--- src/rtl/uart_pkg.sv ---
// Shared UART definitions: frame width, receiver state encoding and baud divider helper.
package uart_pkg;

   localparam int DATA_BITS = 8;

   typedef enum logic [1:0] {
      ST_IDLE  = 2'd0,
      ST_START = 2'd1,
      ST_DATA  = 2'd2,
      ST_STOP  = 2'd3
   } uart_state_e;

   // Floored clocks per oversample tick, never below one.
   function automatic int calc_div(input int clk_freq, input int baud, input int oversample);
      int d;
      d = clk_freq / (baud * oversample);
      return (d < 1) ? 1 : d;
   endfunction

endpackage

--- src/rtl/uart_rx_fifo_feeder_if.sv ---
// Byte write port from the UART receiver into the downstream byte FIFO, plus status.
interface uart_rx_fifo_feeder_if;
   import uart_pkg::*;

   logic [DATA_BITS-1:0] data;
   logic                 wr_data;
   logic                 frame_err;
   logic                 busy;

   modport master (output data, output wr_data, output frame_err, output busy);
   modport slave  (input  data, input  wr_data, input  frame_err, input  busy);

endinterface

--- src/rtl/uart_baud_tick.sv ---
// Oversample tick generator: one-cycle tick every DIV clocks, restartable by clear.
module uart_baud_tick #(
   parameter int DIV = 325
) (
   input  logic clock,
   input  logic reset,
   input  logic clear,
   output logic tick
);

   localparam int CW = (DIV > 1) ? $clog2(DIV) : 1;
   localparam logic [CW-1:0] CNT_LAST = CW'(DIV - 1);

   logic [CW-1:0] cnt_q, cnt_d;

   always_comb begin
      cnt_d = cnt_q;
      if (clear || (cnt_q == CNT_LAST)) begin
         cnt_d = '0;
      end else begin
         cnt_d = cnt_q + CW'(1);
      end
   end

   always_ff @(posedge clock) begin
      if (reset) begin
         cnt_q <= '0;
      end else begin
         cnt_q <= cnt_d;
      end
   end

   assign tick = (cnt_q == CNT_LAST) && !clear;

endmodule

--- src/rtl/uart_rx_fifo_feeder.sv ---
// 8N1 UART receiver with 16x oversampling; emits one write strobe per valid byte to the FIFO.
//
// state    | meaning
// ST_IDLE  | line idle, waiting for a falling edge on the synchronised line
// ST_START | counting to mid start bit, rejecting false starts
// ST_DATA  | sampling eight data bits, one per bit period, LSB first
// ST_STOP  | sampling the stop bit, then strobing the byte or flagging a framing error
module uart_rx_fifo_feeder
   import uart_pkg::*;
#(
   parameter int CLK_FREQ   = 50_000_000,
   parameter int BAUD       = 9600,
   parameter int OVERSAMPLE = 16
) (
   input  logic                  clock,
   input  logic                  reset,
   input  logic                  rx_in,
   uart_rx_fifo_feeder_if.master bus
);

   localparam int DIV = calc_div(CLK_FREQ, BAUD, OVERSAMPLE);
   localparam int SW  = $clog2(OVERSAMPLE);
   localparam int BW  = $clog2(DATA_BITS);
   localparam logic [SW-1:0] SAMP_MID  = SW'(OVERSAMPLE / 2 - 1);
   localparam logic [SW-1:0] SAMP_LAST = SW'(OVERSAMPLE - 1);
   localparam logic [BW-1:0] BIT_LAST  = BW'(DATA_BITS - 1);

   uart_state_e          state_q, state_d;
   logic                 rx_m_q, rx_s_q, rx_prev_q;
   logic [SW-1:0]        samp_q, samp_d;
   logic [BW-1:0]        bit_q, bit_d;
   logic [DATA_BITS-1:0] shift_q, shift_d;
   logic [DATA_BITS-1:0] data_q, data_d;
   logic                 wr_q, wr_d;
   logic                 ferr_q, ferr_d;
   logic                 baud_clear;
   logic                 tick;

   uart_baud_tick #(.DIV(DIV)) u_baud_tick (
      .clock (clock),
      .reset (reset),
      .clear (baud_clear),
      .tick  (tick)
   );

   always_comb begin
      state_d    = state_q;
      samp_d     = samp_q;
      bit_d      = bit_q;
      shift_d    = shift_q;
      data_d     = data_q;
      wr_d       = 1'b0;
      ferr_d     = 1'b0;
      baud_clear = 1'b0;
      case (state_q)
         ST_IDLE: begin
            // Edge-triggered so a line stuck low (break) cannot re-arm the receiver.
            if (rx_prev_q && !rx_s_q) begin
               state_d    = ST_START;
               samp_d     = '0;
               baud_clear = 1'b1;
            end
         end
         ST_START: begin
            if (tick) begin
               if (samp_q == SAMP_MID) begin
                  if (rx_s_q) begin
                     state_d = ST_IDLE;
                  end else begin
                     samp_d  = '0;
                     bit_d   = '0;
                     state_d = ST_DATA;
                  end
               end else begin
                  samp_d = samp_q + SW'(1);
               end
            end
         end
         ST_DATA: begin
            // Counter restarted at mid start bit, so a full wrap lands on each bit centre.
            if (tick) begin
               if (samp_q == SAMP_LAST) begin
                  samp_d  = '0;
                  shift_d = {rx_s_q, shift_q[DATA_BITS-1:1]};
                  if (bit_q == BIT_LAST) begin
                     state_d = ST_STOP;
                  end else begin
                     bit_d = bit_q + BW'(1);
                  end
               end else begin
                  samp_d = samp_q + SW'(1);
               end
            end
         end
         ST_STOP: begin
            if (tick) begin
               if (samp_q == SAMP_LAST) begin
                  samp_d  = '0;
                  state_d = ST_IDLE;
                  if (rx_s_q) begin
                     data_d = shift_q;
                     wr_d   = 1'b1;
                  end else begin
                     ferr_d = 1'b1;
                  end
               end else begin
                  samp_d = samp_q + SW'(1);
               end
            end
         end
         default: state_d = ST_IDLE;
      endcase
   end

   always_ff @(posedge clock) begin
      if (reset) begin
         state_q   <= ST_IDLE;
         rx_m_q    <= 1'b1;
         rx_s_q    <= 1'b1;
         rx_prev_q <= 1'b1;
         samp_q    <= '0;
         bit_q     <= '0;
         shift_q   <= '0;
         data_q    <= '0;
         wr_q      <= 1'b0;
         ferr_q    <= 1'b0;
      end else begin
         state_q   <= state_d;
         rx_m_q    <= rx_in;
         rx_s_q    <= rx_m_q;
         rx_prev_q <= rx_s_q;
         samp_q    <= samp_d;
         bit_q     <= bit_d;
         shift_q   <= shift_d;
         data_q    <= data_d;
         wr_q      <= wr_d;
         ferr_q    <= ferr_d;
      end
   end

   assign bus.data      = data_q;
   assign bus.wr_data   = wr_q;
   assign bus.frame_err = ferr_q;
   assign bus.busy      = (state_q != ST_IDLE);

endmodule

--- src/flat_wrapper.sv ---
// flat-port wrapper written by rule: the top's interface ports become plain ports
module uart_rx_fifo_feeder_flat import uart_pkg::*;
#(
   parameter int CLK_FREQ   = 50_000_000,
   parameter int BAUD       = 9600,
   parameter int OVERSAMPLE = 16
)
  (clock, reset, rx_in, bus_data, bus_wr_data, bus_frame_err, bus_busy);
  uart_rx_fifo_feeder_if bus_i ();
  input  logic clock;
  input  logic reset;
  input  logic rx_in;
  output wire logic [$bits(bus_i.data)-1:0] bus_data;
  output wire logic [$bits(bus_i.wr_data)-1:0] bus_wr_data;
  output wire logic [$bits(bus_i.frame_err)-1:0] bus_frame_err;
  output wire logic [$bits(bus_i.busy)-1:0] bus_busy;
  assign bus_data = bus_i.data;
  assign bus_wr_data = bus_i.wr_data;
  assign bus_frame_err = bus_i.frame_err;
  assign bus_busy = bus_i.busy;
  uart_rx_fifo_feeder #(.CLK_FREQ(CLK_FREQ), .BAUD(BAUD), .OVERSAMPLE(OVERSAMPLE)) u_core (.clock(clock), .reset(reset), .rx_in(rx_in), .bus(bus_i));
endmodule
--- config.mk ---
export PLATFORM = sky130hd
export DESIGN_NAME = uart_rx_fifo_feeder_flat
export DESIGN_NICKNAME = d
export VERILOG_FILES = /design/src/rtl/uart_pkg.sv /design/src/rtl/uart_rx_fifo_feeder_if.sv /design/src/rtl/uart_baud_tick.sv /design/src/rtl/uart_rx_fifo_feeder.sv /design/src/flat_wrapper.sv
export SDC_FILE = /design/constraint.sdc
export NUM_CORES = 1
export LEC_CHECK = 0
export BUFFER_PORTS_ARGS = -buffer_cell sky130_fd_sc_hd__buf_2
export CORE_UTILIZATION = 30
export CTS_CLUSTER_SIZE = 14
export DETAILED_ROUTE_END_ITERATION = 10
export HOLD_SLACK_MARGIN = 0.05
export PLACE_DENSITY = 0.44
export SLEW_MARGIN = 40
export SYNTH_ARGS = -nofsm -noshare
export SYNTH_HDL_FRONTEND = slang
export SYNTH_HIERARCHICAL = 1
export SYNTH_SLANG_ARGS = --single-unit
--- constraint.sdc ---
create_clock -name clock -period 2.6 [get_ports clock]
set_input_delay 0.39 -clock clock [delete_from_list [all_inputs] [get_ports clock]]
set_output_delay 0.39 -clock clock [all_outputs]
set_load 0.02 [all_outputs]
==> results.md <==
- Root buf cell: sky130_fd_sc_hd__clkbuf_8
- Portion of the clock cycle consumed by the worst path in the final layout: 89.7%
- Run status: completed
- Switching Fraction: 20.5%
- WL met3: 80 µm
- Library cells used by synthesis: 37
- Die outline height: 77.0 µm
- Largest net degree at the start of global routing: 33
- Synth area leaders: sky130_fd_sc_hd__dfxtp_1, sky130_fd_sc_hd__mux2i_1, sky130_fd_sc_hd__nor2_1, sky130_fd_sc_hd__ha_1, sky130_fd_sc_hd__nand3_1
- Reg-to-reg slack, setup: 0.27 ns
- Clock tree from TritonCTS: done
- Global placer's final weighted congestion: 0.720
- Slowest cell delay on critical path: 0.53 ns
- Final number of max-transition violations: 0
- Synthesis-to-layout area growth: 13.7%
- Type of the worst setup path: register to register
- Antenna violations before repair: 0
- Post-CTS resize count: 0
- Global-route wire length before repair: 5530 µm
- Number of global-route vias before repair: 1190
- Hold Slack: 0.282 ns
- Area fraction of the dominant cell type after synthesis: 46.3%
- Critical Path RT: 2.82 ns
- GRT Residual Overflow: 0
- Instance count of the mapped netlist: 175
- Warning count from the yosys run: 6
- Die Width: 77.0 µm
- Average detailed-routed wire length per instance: 12.0 µm
- Max Cap Violations: 0
- Final setup violation count: 0
- GRT Total Usage: 11.8%
- Post-Synthesis Cell Area: 1690 µm²
- Full die area: 5930 µm²
- Final-layout setup total negative slack: 0 ns
- # Post-CTS Setup Buffers: 0
- Number of failing hold endpoints at the final stage: 0
- Sequential-to-total area share from yosys stat: 46.3%
- Sort of element at the start of the critical path: register
- Drt pass-1 iters: 4
- Clock latency of the later-clocked register in the worst-skew pair: 0.29 ns
- Count of nets after finishing: 197
- Leak Pwr: 0.789 nW
- Count of pins on the block boundary: 14
- Detailed-placement wirelength estimate: 2220 µm
- Maximum resistive drop on vdd: 296 µV
- Crit-path cells: nor4b_2 -> nor2_1 -> and2_1 -> a221oi_1 -> o21ai_0 -> a21oi_1
- Met1 layer wirelength in the final routing: 1550 µm
- Drt first-iter violations: 124
- Crit path time final: 2.33 ns
- TritonCTS Buffers: 5
- Critical path data arrival time: 2.55 ns
- Std-Cell Core Area: 5270 µm²
- RSZ-0062 raised after global routing: false
- Via count normalized by instance count: 4.78
- Final antenna diode count: 0
- Combinational cell fraction of total power: 3.4%
- Clock Power Share: 44.1%
- Layout Skew: 0.00563 ns
- Portion of total power attributed to sequential cells: 52.4%
- DRT Wirelength: 3120 µm
- Number of synthesized register bits: 39
- Post-detailed-route DRC marker count: 0
- Reg clk slew, reported paths: 0.08 ns
- Biggest fanout along the worst timing path: 10
- Starting density of the core: 32.0%
- Library cell occupying the most area in the post-synthesis netlist: sky130_fd_sc_hd__dfxtp_1
- Number of vias after detailed routing: 1244
- Total length of routed met2 wires: 1450 µm
- EDFF count, synth: 0
- Syn_nets: 183
- Number of antenna-violating nets in the routed design: 0
- Layout cell share with drive strength beyond 1: 20.0%
- DR top layer: met4
- Overall power of the completed layout: 1.17 mW
- Number of buffers added on ports: 13
- Hold buffers post-CTS: 0
- Fill cells: 568
- Average footprint of a synthesized cell: 9.64 µm²
- Sw Pwr: 0.240 mW
- Maximum level of the CTS H-tree: 2
- Setup slack after placement: 0.259 ns
- Ys flop type: sky130_fd_sc_hd__dfxtp_1
- Highest achievable clock rate: 0.429 GHz
- Worst relative slew slack: 61.6%
- Number of buffers on the longest clock path: 2
- Cell-internal power: 0.929 mW
- Class of the most critical hold timing path: input pin to register
- Setup ws final: 0.267 ns
- Worst Max-Slew Pin Slew: 0.572 ns
- Cell with the largest stage delay on the worst path: sky130_fd_sc_hd__nor4b_2
- Row Count: 26
- Share of flip-flops with an asynchronous set or reset after synthesis: 0%
- TritonCTS Sinks: 39
- Setup crit end kind: register
- Power per unit of standard cell area: 609 nW/µm²
- Fraction of the core area covered by cells at the end of the flow: 36.4%
==> state kept, by name (all words and copies together), names as in the netlist, named ones only <==
register	cells
u_core/bit_q	3
u_core/bus.data	8
u_core/bus.frame_err	1
u_core/bus.wr_data	1
u_core/rx_m_q	1
u_core/rx_prev_q	1
u_core/rx_s_q	1
u_core/samp_q	4
u_core/shift_q	8
u_core/state_q	1
u_core/u_baud_tick/cnt_q	9
==> through the flow <==
step,area [µm²],cells
2_1_floorplan,1690,175
3_3_place_gp,1800,252
3_5_place_dp,1800,252
4_1_cts,1920,260
5_1_grt,1920,260
6_report,1920,260
==> cell usage in the layout, fill, tap and decap left out, drive strengths merged <==
cell / netlist / final
nor2: 29 / 29
xnor2: 1 / 1
a221oi: 1 / 1
a31oi: 2 / 2
nor4bb: 1 / 1
and4: 1 / 1
or2: 4 / 4
nand2: 9 / 9
a21oi: 9 / 9
a221o: 1 / 1
a41o: 1 / 1
inv: 6 / 6
bufinv: 0 / 1
a21boi: 1 / 1
nor4b: 1 / 1
or3: 5 / 5
nand3: 8 / 8
buf: 4 / 14
nand2b: 3 / 3
nand4: 4 / 4
xor2: 2 / 2
nor2b: 1 / 1
and4bb: 1 / 1
dfxtp: 39 / 39
ha: 5 / 5
nand3b: 1 / 1
o21ai: 6 / 6
and2: 1 / 1
nor3b: 1 / 1
nand4b: 2 / 2
mux2: 1 / 1
clkinv: 0 / 1
clkbuf: 3 / 6
mux2i: 18 / 18
nor3: 3 / 3
==> worst max-delay path, delay by kind of cell, from the launching register on <==
kind / cells / cell delay [ns]
AO/OA/AOI/OAI: 3 / 0.86
AND/OR/NAND/NOR: 3 / 1.00
flip-flops: 1 / 0.41
==> Yosys cell counts, types with 2 or more instances <==
cell	count
sky130_fd_sc_hd__nand2b_1	3
sky130_fd_sc_hd__nand2_1	9
sky130_fd_sc_hd__clkbuf_1	3
sky130_fd_sc_hd__nand4b_1	2
sky130_fd_sc_hd__buf_6	2
sky130_fd_sc_hd__nor3_1	3
sky130_fd_sc_hd__ha_1	5
sky130_fd_sc_hd__a21oi_2	4
sky130_fd_sc_hd__nor2_1	26
sky130_fd_sc_hd__a31oi_1	2
sky130_fd_sc_hd__xor2_1	2
sky130_fd_sc_hd__nor2_2	3
sky130_fd_sc_hd__nand3_1	8
sky130_fd_sc_hd__dfxtp_1	39
sky130_fd_sc_hd__nand4_1	4
sky130_fd_sc_hd__mux2i_1	18
sky130_fd_sc_hd__or3_1	5
sky130_fd_sc_hd__or2_2	4
sky130_fd_sc_hd__inv_1	6
sky130_fd_sc_hd__a21oi_1	5
sky130_fd_sc_hd__o21ai_0	6
==> area by class of cell <==
| type | count | area, µm² | area share, % |
|---|---|---|---|
| clock buffers | 6 | 82.6 | 4.30 |
| multi-input cells | 123 | 838 | 43.7 |
| repair buffers | 14 | 72.6 | 3.78 |
| clock inverters | 2 | 35.0 | 1.83 |
| inverters | 6 | 22.5 | 1.17 |
| flip-flops and latches | 39 | 781 | 40.7 |
| well taps | 70 | 87.6 | 4.56 |
==> cells by family after synthesis <==
logic type                 after synthesis  synth area share (%)
muxes                                   19                  11.6
DFF                                     39                  46.3
buffers and inverters                   13                  4.08
and+or+nand+nor                         75                  23.9
AOI/OAI and AO/OA                       21                  8.90
xor gates and xnor gates                 3                  1.56
adders and majority gates                5                  3.71
==> routing by layer <==
| layer | vias to the layer above | global-route usage, % |
|---|---|---|
| met5 | - | 0 |
| met4 | 0 | 5.09 |
| met3 | 4 | 3.57 |
| met2 | 15 | 18.8 |
| met1 | 586 | 14.8 |
| li1 | 639 | - |
==> power groups by stage <==
stage               Sequential [mW]  Combinational, mW  Clock, mW
detailed placement            0.627             0.0405          0
CTS                           0.613             0.0405      0.534
floorplan                     0.624             0.0334          0
global route                  0.614             0.0450      0.565
finish                        0.613             0.0398      0.516
global placement              0.627             0.0398          0
==> final timing paths <==
check                           cells past startpoint     startpoint                to
worst max-delay path                                6       register  u_core/samp_q[2]
worst min-delay path                                2          rx_in     u_core/rx_m_q
worst max register to register                      6       register  u_core/samp_q[2]
worst min register to register                      1  u_core/rx_m_q     u_core/rx_s_q
(Power assumes the default switching activity.)
